[config.mk]
export PLATFORM = sky130hd
export DESIGN_NAME = display_scan_n
export DESIGN_NICKNAME = d
export VERILOG_FILES = /design/src/rtl/display_scan_n.sv
export SDC_FILE = /design/constraint.sdc
export NUM_CORES = 1
export LEC_CHECK = 0
export CAP_MARGIN = 15
export CORE_MARGIN = 3
export CORE_UTILIZATION = 40
export CTS_BUF_LIST = sky130_fd_sc_hd__clkbuf_4 sky130_fd_sc_hd__clkbuf_8
export CTS_CLUSTER_DIAMETER = 200
export DETAILED_ROUTE_END_ITERATION = 8
export PLACE_DENSITY = 0.71
export SLEW_MARGIN = 20
export SYNTH_ARGS = -nofsm -noshare
export SYNTH_HDL_FRONTEND = slang
export SYNTH_SLANG_ARGS = --single-unit
[constraint.sdc]
create_clock -name clk_i -period 3.8 [get_ports clk_i]
set_input_delay 0.57 -clock clk_i [delete_from_list [all_inputs] [get_ports clk_i]]
set_output_delay 0.57 -clock clk_i [all_outputs]
set_load 0.02 [all_outputs]
[src/rtl/display_scan_n.sv]
// -----------------------------------------------------------------------------
// display_scan_n
//
// Multiplexed 7-segment scan driver for DIGITS common-anode digits. Each digit
// owns one slot of DIV clock cycles. The leftmost digit (index DIGITS-1) is
// scanned first. The driver includes a hex decoder, per-digit decimal points,
// leading-zero suppression, a per-digit blink mask, PWM brightness and a
// one-cycle frame-complete strobe.
//
// Parameters
//   DIGITS        number of digits scanned (2..8)
//   DIV           clock cycles per digit slot, a multiple of 2**BRIGHT_W
//   BRIGHT_W      brightness control width
//   BLINK_FRAMES  complete scan frames per blink half-period (>= 1)
//
// Ports
//   clk_i         system clock
//   rst_ni        asynchronous active-low reset
//   digits_i      hex nibbles; digit 0 (rightmost) in bits [3:0]
//   dp_i          decimal point request per digit
//   lz_en_i       leading-zero suppression enable
//   blink_mask_i  digits to blink
//   brightness_i  duty level; 0 = 1/2**BRIGHT_W on-time, all ones = 100 %
//   led7_an_o     anodes, active-low, bit i = digit i
//   led7_seg_o    segments, active-low, {dp,g,f,e,d,c,b,a}
//   frame_o       one-cycle pulse after the last digit of each scan
// -----------------------------------------------------------------------------
module display_scan_n #(
  parameter int DIGITS       = 4,
  parameter int DIV          = 10000,
  parameter int BRIGHT_W     = 3,
  parameter int BLINK_FRAMES = 64
) (
  input  logic                  clk_i,
  input  logic                  rst_ni,
  input  logic [4*DIGITS-1:0]   digits_i,
  input  logic [DIGITS-1:0]     dp_i,
  input  logic                  lz_en_i,
  input  logic [DIGITS-1:0]     blink_mask_i,
  input  logic [BRIGHT_W-1:0]   brightness_i,
  output logic [DIGITS-1:0]     led7_an_o,
  output logic [7:0]            led7_seg_o,
  output logic                  frame_o
);

  localparam int CNT_W = (DIV > 1) ? $clog2(DIV) : 1;
  localparam int IDX_W = (DIGITS > 1) ? $clog2(DIGITS) : 1;
  localparam int FC_W  = (BLINK_FRAMES > 1) ? $clog2(BLINK_FRAMES) : 1;
  // On-time granted per brightness step.
  localparam int SLICE = DIV >> BRIGHT_W;

  localparam logic [CNT_W-1:0] LAST_CNT = CNT_W'(DIV - 1);
  localparam logic [IDX_W-1:0] LAST_IDX = IDX_W'(DIGITS - 1);
  localparam logic [FC_W-1:0]  LAST_FC  = FC_W'(BLINK_FRAMES - 1);

  // Standard hex glyphs, active-high, bit order {g,f,e,d,c,b,a}.
  function automatic logic [6:0] hex_glyph(input logic [3:0] nib);
    logic [6:0] glyph;
    glyph = 7'h00;
    case (nib)
      4'h0: glyph = 7'h3F;
      4'h1: glyph = 7'h06;
      4'h2: glyph = 7'h5B;
      4'h3: glyph = 7'h4F;
      4'h4: glyph = 7'h66;
      4'h5: glyph = 7'h6D;
      4'h6: glyph = 7'h7D;
      4'h7: glyph = 7'h07;
      4'h8: glyph = 7'h7F;
      4'h9: glyph = 7'h6F;
      4'hA: glyph = 7'h77;
      4'hB: glyph = 7'h7C;
      4'hC: glyph = 7'h39;
      4'hD: glyph = 7'h5E;
      4'hE: glyph = 7'h79;
      4'hF: glyph = 7'h71;
      default: glyph = 7'h00;
    endcase
    return glyph;
  endfunction

  // Scan state
  logic [CNT_W-1:0]    presc;
  logic [IDX_W-1:0]    idx;
  logic                scan_live;  // low during the dark slot right after reset
  logic                slot_end;
  logic [IDX_W-1:0]    idx_nxt;

  // Per-slot snapshot of the inputs for the digit being shown
  logic [3:0]          snap_nib;
  logic                snap_dp;
  logic                snap_sup;
  logic                snap_blink;
  logic [BRIGHT_W-1:0] snap_bright;

  // Live selection feeding the snapshot
  logic [DIGITS-1:0]   sup;
  logic [3:0]          sel_nib;
  logic                sel_dp;
  logic                sel_sup;
  logic                sel_blink;

  // Blink machinery
  logic [FC_W-1:0]     frame_cnt;
  logic                blink_phase;

  // Output next-values
  logic [DIGITS-1:0]   an_d;
  logic [7:0]          seg_d;
  logic                blank;
  logic [31:0]         thr;

  assign slot_end = (presc == LAST_CNT);

  // After reset, idx already holds DIGITS-1. The first boundary only arms the
  // scan, so that digit becomes the first lit slot. Later boundaries step
  // the index downward and wrap from 0 back to DIGITS-1.
  assign idx_nxt = (!scan_live || idx == '0) ? LAST_IDX : idx - IDX_W'(1);

  // A digit is suppressed while it and everything to its left are zero
  // with no decimal point requested. The run is built from the left end.
  // Digit 0 is never suppressed.
  always_comb begin
    logic zero_run;
    // NOTE: every variable written here gets a default first, so no latch is inferred.
    sup      = '0;
    zero_run = lz_en_i;
    for (int i = DIGITS - 1; i >= 1; i--) begin
      zero_run = zero_run & (digits_i[4*i +: 4] == 4'h0) & ~dp_i[i];
      sup[i]   = zero_run;
    end
  end

  // Mux the inputs of the digit that the coming slot will show.
  always_comb begin
    sel_nib   = 4'h0;
    sel_dp    = 1'b0;
    sel_sup   = 1'b0;
    sel_blink = 1'b0;
    for (int i = 0; i < DIGITS; i++) begin
      if (idx_nxt == IDX_W'(i)) begin
        sel_nib   = digits_i[4*i +: 4];
        sel_dp    = dp_i[i];
        sel_sup   = sup[i];
        sel_blink = blink_mask_i[i];
      end
    end
  end

  // Prescaler, index and snapshot. Inputs are sampled only at slot
  // boundaries, so changes in mid-slot wait for the next digit.
  always_ff @(posedge clk_i or negedge rst_ni) begin
    if (!rst_ni) begin
      presc       <= '0;
      idx         <= LAST_IDX;
      scan_live   <= 1'b0;
      snap_nib    <= 4'h0;
      snap_dp     <= 1'b0;
      snap_sup    <= 1'b0;
      snap_blink  <= 1'b0;
      snap_bright <= '0;
    end else begin
      // NOTE: state uses non-blocking assignments. Every register then samples pre-edge values.
      presc <= slot_end ? '0 : presc + CNT_W'(1);
      if (slot_end) begin
        idx         <= idx_nxt;
        scan_live   <= 1'b1;
        snap_nib    <= sel_nib;
        snap_dp     <= sel_dp;
        snap_sup    <= sel_sup;
        snap_blink  <= sel_blink;
        snap_bright <= brightness_i;
      end
    end
  end

  // Count complete frames. Toggle the blink phase every BLINK_FRAMES frames.
  always_ff @(posedge clk_i or negedge rst_ni) begin
    if (!rst_ni) begin
      frame_cnt   <= '0;
      blink_phase <= 1'b0;
    end else if (frame_o) begin
      if (frame_cnt == LAST_FC) begin
        frame_cnt   <= '0;
        blink_phase <= ~blink_phase;
      end else begin
        frame_cnt <= frame_cnt + FC_W'(1);
      end
    end
  end

  // Output decode. This registers the state of prescaler value p, so the
  // pins show it one cycle later. The anode is on for the first thr
  // prescaler values of the slot. Segments hold the glyph for the whole slot.
  always_comb begin
    thr   = (32'(snap_bright) + 32'd1) * 32'(SLICE);
    blank = !scan_live || snap_sup || (snap_blink && blink_phase);
    an_d  = '1;
    seg_d = 8'hFF;
    if (!blank) begin
      seg_d = {~snap_dp, ~hex_glyph(snap_nib)};
      if (32'(presc) < thr) begin
        for (int i = 0; i < DIGITS; i++) begin
          if (idx == IDX_W'(i)) an_d[i] = 1'b0;
        end
      end
    end
  end

  always_ff @(posedge clk_i or negedge rst_ni) begin
    if (!rst_ni) begin
      led7_an_o  <= '1;
      led7_seg_o <= 8'hFF;
      frame_o    <= 1'b0;
    end else begin
      led7_an_o  <= an_d;
      led7_seg_o <= seg_d;
      // The boundary that wraps index 0 back to DIGITS-1 closes a frame.
      frame_o    <= slot_end && scan_live && (idx == '0);
    end
  end

endmodule

==> results of run 1 <==
per-layer routing:
| metal | global-route usage | up-vias | routed length [um] |
|---|---|---|---|
| li1 | - | 1192 | - |
| met5 | 0 | - | 0 |
| met4 | 0.0483 | 0 | 78 |
| met2 | 0.260 | 57 | 3040 |
| met1 | 0.220 | 1150 | 3100 |
| met3 | 0.0325 | 4 | 283 |
cells by family after synthesis:
group           count (synthesis)  synth area share
flops                          47             0.401
buf+inv                        27            0.0382
simple gates                  107             0.176
mux                            10            0.0382
xor+xnor                       20            0.0588
compound gates                 58             0.129
fa+ha+maj                      38             0.160
worst max path at each step:
stage,depth (start not counted),to,start
floorplan,17,led7_an_o[0],snap_bright[0]
global placement,17,led7_an_o[0],snap_bright[0]
detailed placement,17,led7_an_o[1],snap_bright[0]
CTS,17,led7_an_o[1],snap_bright[0]
global route,17,led7_an_o[1],snap_bright[1]
finish,17,led7_an_o[1],snap_bright[0]
cell usage after synthesis, types with 2 or more instances:
master | instances | area share
sky130_fd_sc_hd__and3_1 | 2 | 0.0042
sky130_fd_sc_hd__xnor2_1 | 10 | 0.029
sky130_fd_sc_hd__o221ai_1 | 3 | 0.0088
sky130_fd_sc_hd__a21oi_1 | 10 | 0.017
sky130_fd_sc_hd__a31oi_1 | 2 | 0.0042
sky130_fd_sc_hd__nand2_1 | 36 | 0.045
sky130_fd_sc_hd__a211oi_1 | 3 | 0.0076
sky130_fd_sc_hd__o21ai_1 | 5 | 0.0084
sky130_fd_sc_hd__a211o_1 | 2 | 0.0059
sky130_fd_sc_hd__xor2_1 | 10 | 0.029
sky130_fd_sc_hd__nand4b_1 | 2 | 0.0059
sky130_fd_sc_hd__nand2b_1 | 5 | 0.010
sky130_fd_sc_hd__nor3_1 | 2 | 0.0034
sky130_fd_sc_hd__ha_1 | 38 | 0.16
sky130_fd_sc_hd__dfstp_2 | 14 | 0.12
sky130_fd_sc_hd__o211ai_1 | 7 | 0.018
sky130_fd_sc_hd__nand4_1 | 6 | 0.013
sky130_fd_sc_hd__o311ai_0 | 2 | 0.0059
sky130_fd_sc_hd__o21ai_0 | 13 | 0.022
sky130_fd_sc_hd__nor4_1 | 4 | 0.0084
sky130_fd_sc_hd__nor2_1 | 24 | 0.030
sky130_fd_sc_hd__a21o_1 | 2 | 0.0050
sky130_fd_sc_hd__dfrtp_1 | 33 | 0.28
sky130_fd_sc_hd__a221oi_1 | 2 | 0.0059
sky130_fd_sc_hd__mux2i_1 | 8 | 0.027
sky130_fd_sc_hd__inv_1 | 18 | 0.023
sky130_fd_sc_hd__nand3_1 | 18 | 0.030
sky130_fd_sc_hd__clkbuf_1 | 6 | 0.0076
per-stage QoR:
step | total power, mW | std cells | instance area, um2
6_report | 0.992 | 453 | 3840
5_1_grt | 1.03 | 453 | 3840
4_1_cts | 1.01 | 453 | 3700
3_5_place_dp | 0.558 | 445 | 3550
3_3_place_gp | 0.557 | 445 | 3550
2_1_floorplan | 0.515 | 307 | 2990
power by group through the flow:
stage	clock network, mW	registers, mW	logic [mW]
after floorplan	0	0.510	0.00537
after global placement	0	0.510	0.0475
after detailed placement	0	0.510	0.0483
after CTS	0.457	0.501	0.0483
after global routing	0.478	0.501	0.0521
final	0.444	0.501	0.0477
final cells by class:
cell class / count / area, um2 / share of cell area
clock buffers: 5 / 68.8 / 0.0179
clock inverters: 3 / 71.3 / 0.0186
inverters: 18 / 70.1 / 0.0183
multi-input cells: 233 / 1820 / 0.474
flip-flops and latches: 47 / 1190 / 0.311
well taps: 96 / 120 / 0.0313
repair buffers: 51 / 493 / 0.129
state kept, by name, summed over array words and instances, names as in the netlist:
register,flops
presc,14
led7_seg_o,8
frame_cnt,6
led7_an_o,4
snap_nib,4
snap_bright,3
idx,2
blink_phase,1
frame_o,1
scan_live,1
snap_blink,1
snap_dp,1
snap_sup,1
repair_timing:
action / 4_1_cts / 5_1_grt
cloned: 0 / 0
pin swaps: 2 / 15
setup endpoints to repair: 4 / 4
resized for setup: 4 / 19
==> impl_summary.md, run 1 <==
Run status
The run finished with clean final reports.

Clocking
The clock latency on the worst-skew pair is 0.30 ns. The number of setup buffers added after CTS is 0. Clock-pin slew was measured on the worst setup and hold paths at 0.09 ns. The TritonCTS buffer count is 5. In this run the number of H-tree levels came out at 2. The number of hold-repair buffers added at the cts stage is 0. The clock root buffer master is sky130_fd_sc_hd__clkbuf_8. The clock net in this run drives a total of 47 sinks. The clock passes through at most 2 buffers. TritonCTS built the clock tree.

Route
The total via count in the routed design is 2403. In the routed layout, each cell is associated on average with a via count of 5.30. The per-cell routed wire length is 14.4 um. Once detail routing completed, the nets flagged for antenna violations numbered 0. The final layout contains routed wiring with a total length of 6.50 mm. The DRC violation count after routing is 0. The first detailed-routing pass ran for 4 iterations. The detailed router's first-iteration violation count is 126.

Cells and area
Compared with the post-synthesis result, the final layout area differs by 28.8%. Fill cells in the final layout number 625. Leaving out fill and tap cells, the most frequent cells in the layout are sky130_fd_sc_hd__clkdlybuf4s50_1, sky130_fd_sc_hd__nand2_1, sky130_fd_sc_hd__dfrtp_1. The share of post-route cells with drive strength above 1 is 0.160. Leaving out fill and tap cells, the most frequent cell in the layout is sky130_fd_sc_hd__clkdlybuf4s50_1. For this run, the share of the core covered by cells in the final layout is 0.547. The antenna diode count is 0. The final net count is 424.

Die
The area enclosed by the die boundary is 8520 um2. The number of placement rows is 30. The initial cell density of the core is 0.424. The I/O pin total is 43. The die outline width is 92.3 um. The core region is 7020 um2. The die outline height is 92.3 um.

Worst setup path
The family with the most delay on the worst path is adder cells. The startpoint of the worst register-to-register path is snap_bright[0]. The worst setup path is of the reg2reg kind. The nature of the critical path endpoint is a flip-flop.

The worst reg-to-reg path cell count is 17. The cell with the most instances on the worst path is sky130_fd_sc_hd__ha_4. The critical path goes through ha_4, xnor2_4, ha_4, inv_4, ha_4, ha_4, ha_4, a211oi_2, o21bai_1, a21oi_2, xnor2_1, ha_1, a21o_1, a21oi_2, o211ai_1, o21ai_2, nand3_1. The data required time at the worst endpoint is 4.02 ns. The count of buffer and inverter cells on the critical path is 1. In this run the worst path has a maximum fanout of 4. Data arrives at the worst endpoint at 3.81 ns.

In this design, the stage delay of the slowest critical-path cell is 0.42 ns. The endpoint identified for the worst register-to-register timing path is led7_an_o[1]. The slowest library cell on the worst path is sky130_fd_sc_hd__dfrtp_1. In this run the register-to-register setup slack is 0.21 ns.

The sort of element at the start of the critical path is a flip-flop.

Yosys
The synthesized netlist cell count is 307. The sequential area share after synthesis is 0.401. The mean area per synthesized cell is 9.70 um2. Yosys mapped the design onto 48 distinct sky130hd cell types. The commonest register cell after synthesis is sky130_fd_sc_hd__dfrtp_1.

Synthesis produced a netlist with a net count of 375. The number of warnings issued by yosys is 0. The combined area of all synthesized cells is 2980 um2. The share of flip-flops with an asynchronous set or reset is 1.00. After synthesis the netlist holds a flip-flop and latch count of 47.

Counting flops with a built-in enable in the synthesized netlist gives 0.

Pwr
The combinational power share is 0.048. The reported net switching power is 0.195 mW. The cell leakage power is 1.67 nW. The peak ir drop on the vdd network is 136 uV. The sequential fraction of design power is 0.505.

The internal power of the cells totals 0.797 mW. Of the total power, the share spent switching nets is 0.197. The share of total power dissipated in the clock network is 0.447. In this run the power density over the cells is 259 nW/um2.

Timing
The worst path meets setup with 0.211 ns of slack. The tightest slew margin relative to the limit is 0.577. The count of final max-slew check failures came to 0. The final hold violation count is 0. The final period utilization is 0.945. The final critical path time including I/O delays and setup is 3.59 ns. The maximum clock skew at final layout is 0.00332 ns. Hold is met by 0.255 ns. Setup violations remaining at the end of the flow were counted as 0. The pin slew with the least headroom to its limit is 0.634 ns. Setup total negative slack on the finished layout was measured at 0 ns. The fmax is 279 MHz.

Hold path
The worst min-delay path category is in2async.

GRT
The pin count of the biggest net entering global routing is 48. The first global-routing pass estimated 11.2 mm of wire. The initial antenna violation count was 0.

The via count of the first global-routing pass came to 2420. The residual overflow from global routing is 0. The overall global routing resource usage is 0.162.

Job
Across the run, the number of max-cap violations was 0.

Placement
The HPWL after detailed placement is 4.86 mm. OpenSTA, run right after detailed placement, puts the worst setup slack at -0.118 ns. The congestion estimate from routability-driven global placement came to 0.795.

The number of buffers inserted by port buffering is 42.
No activity file was read; power rests on OpenSTA's default activity.
==> run 2: changes to the inputs <==
Settings changed: ABC_CLOCK_PERIOD_IN_PS set to 3800, GPL_ROUTABILITY_DRIVEN set to 0.
==> results of run 2 <==
The final DEF is identical to that of run 1; final timing and power are the same.
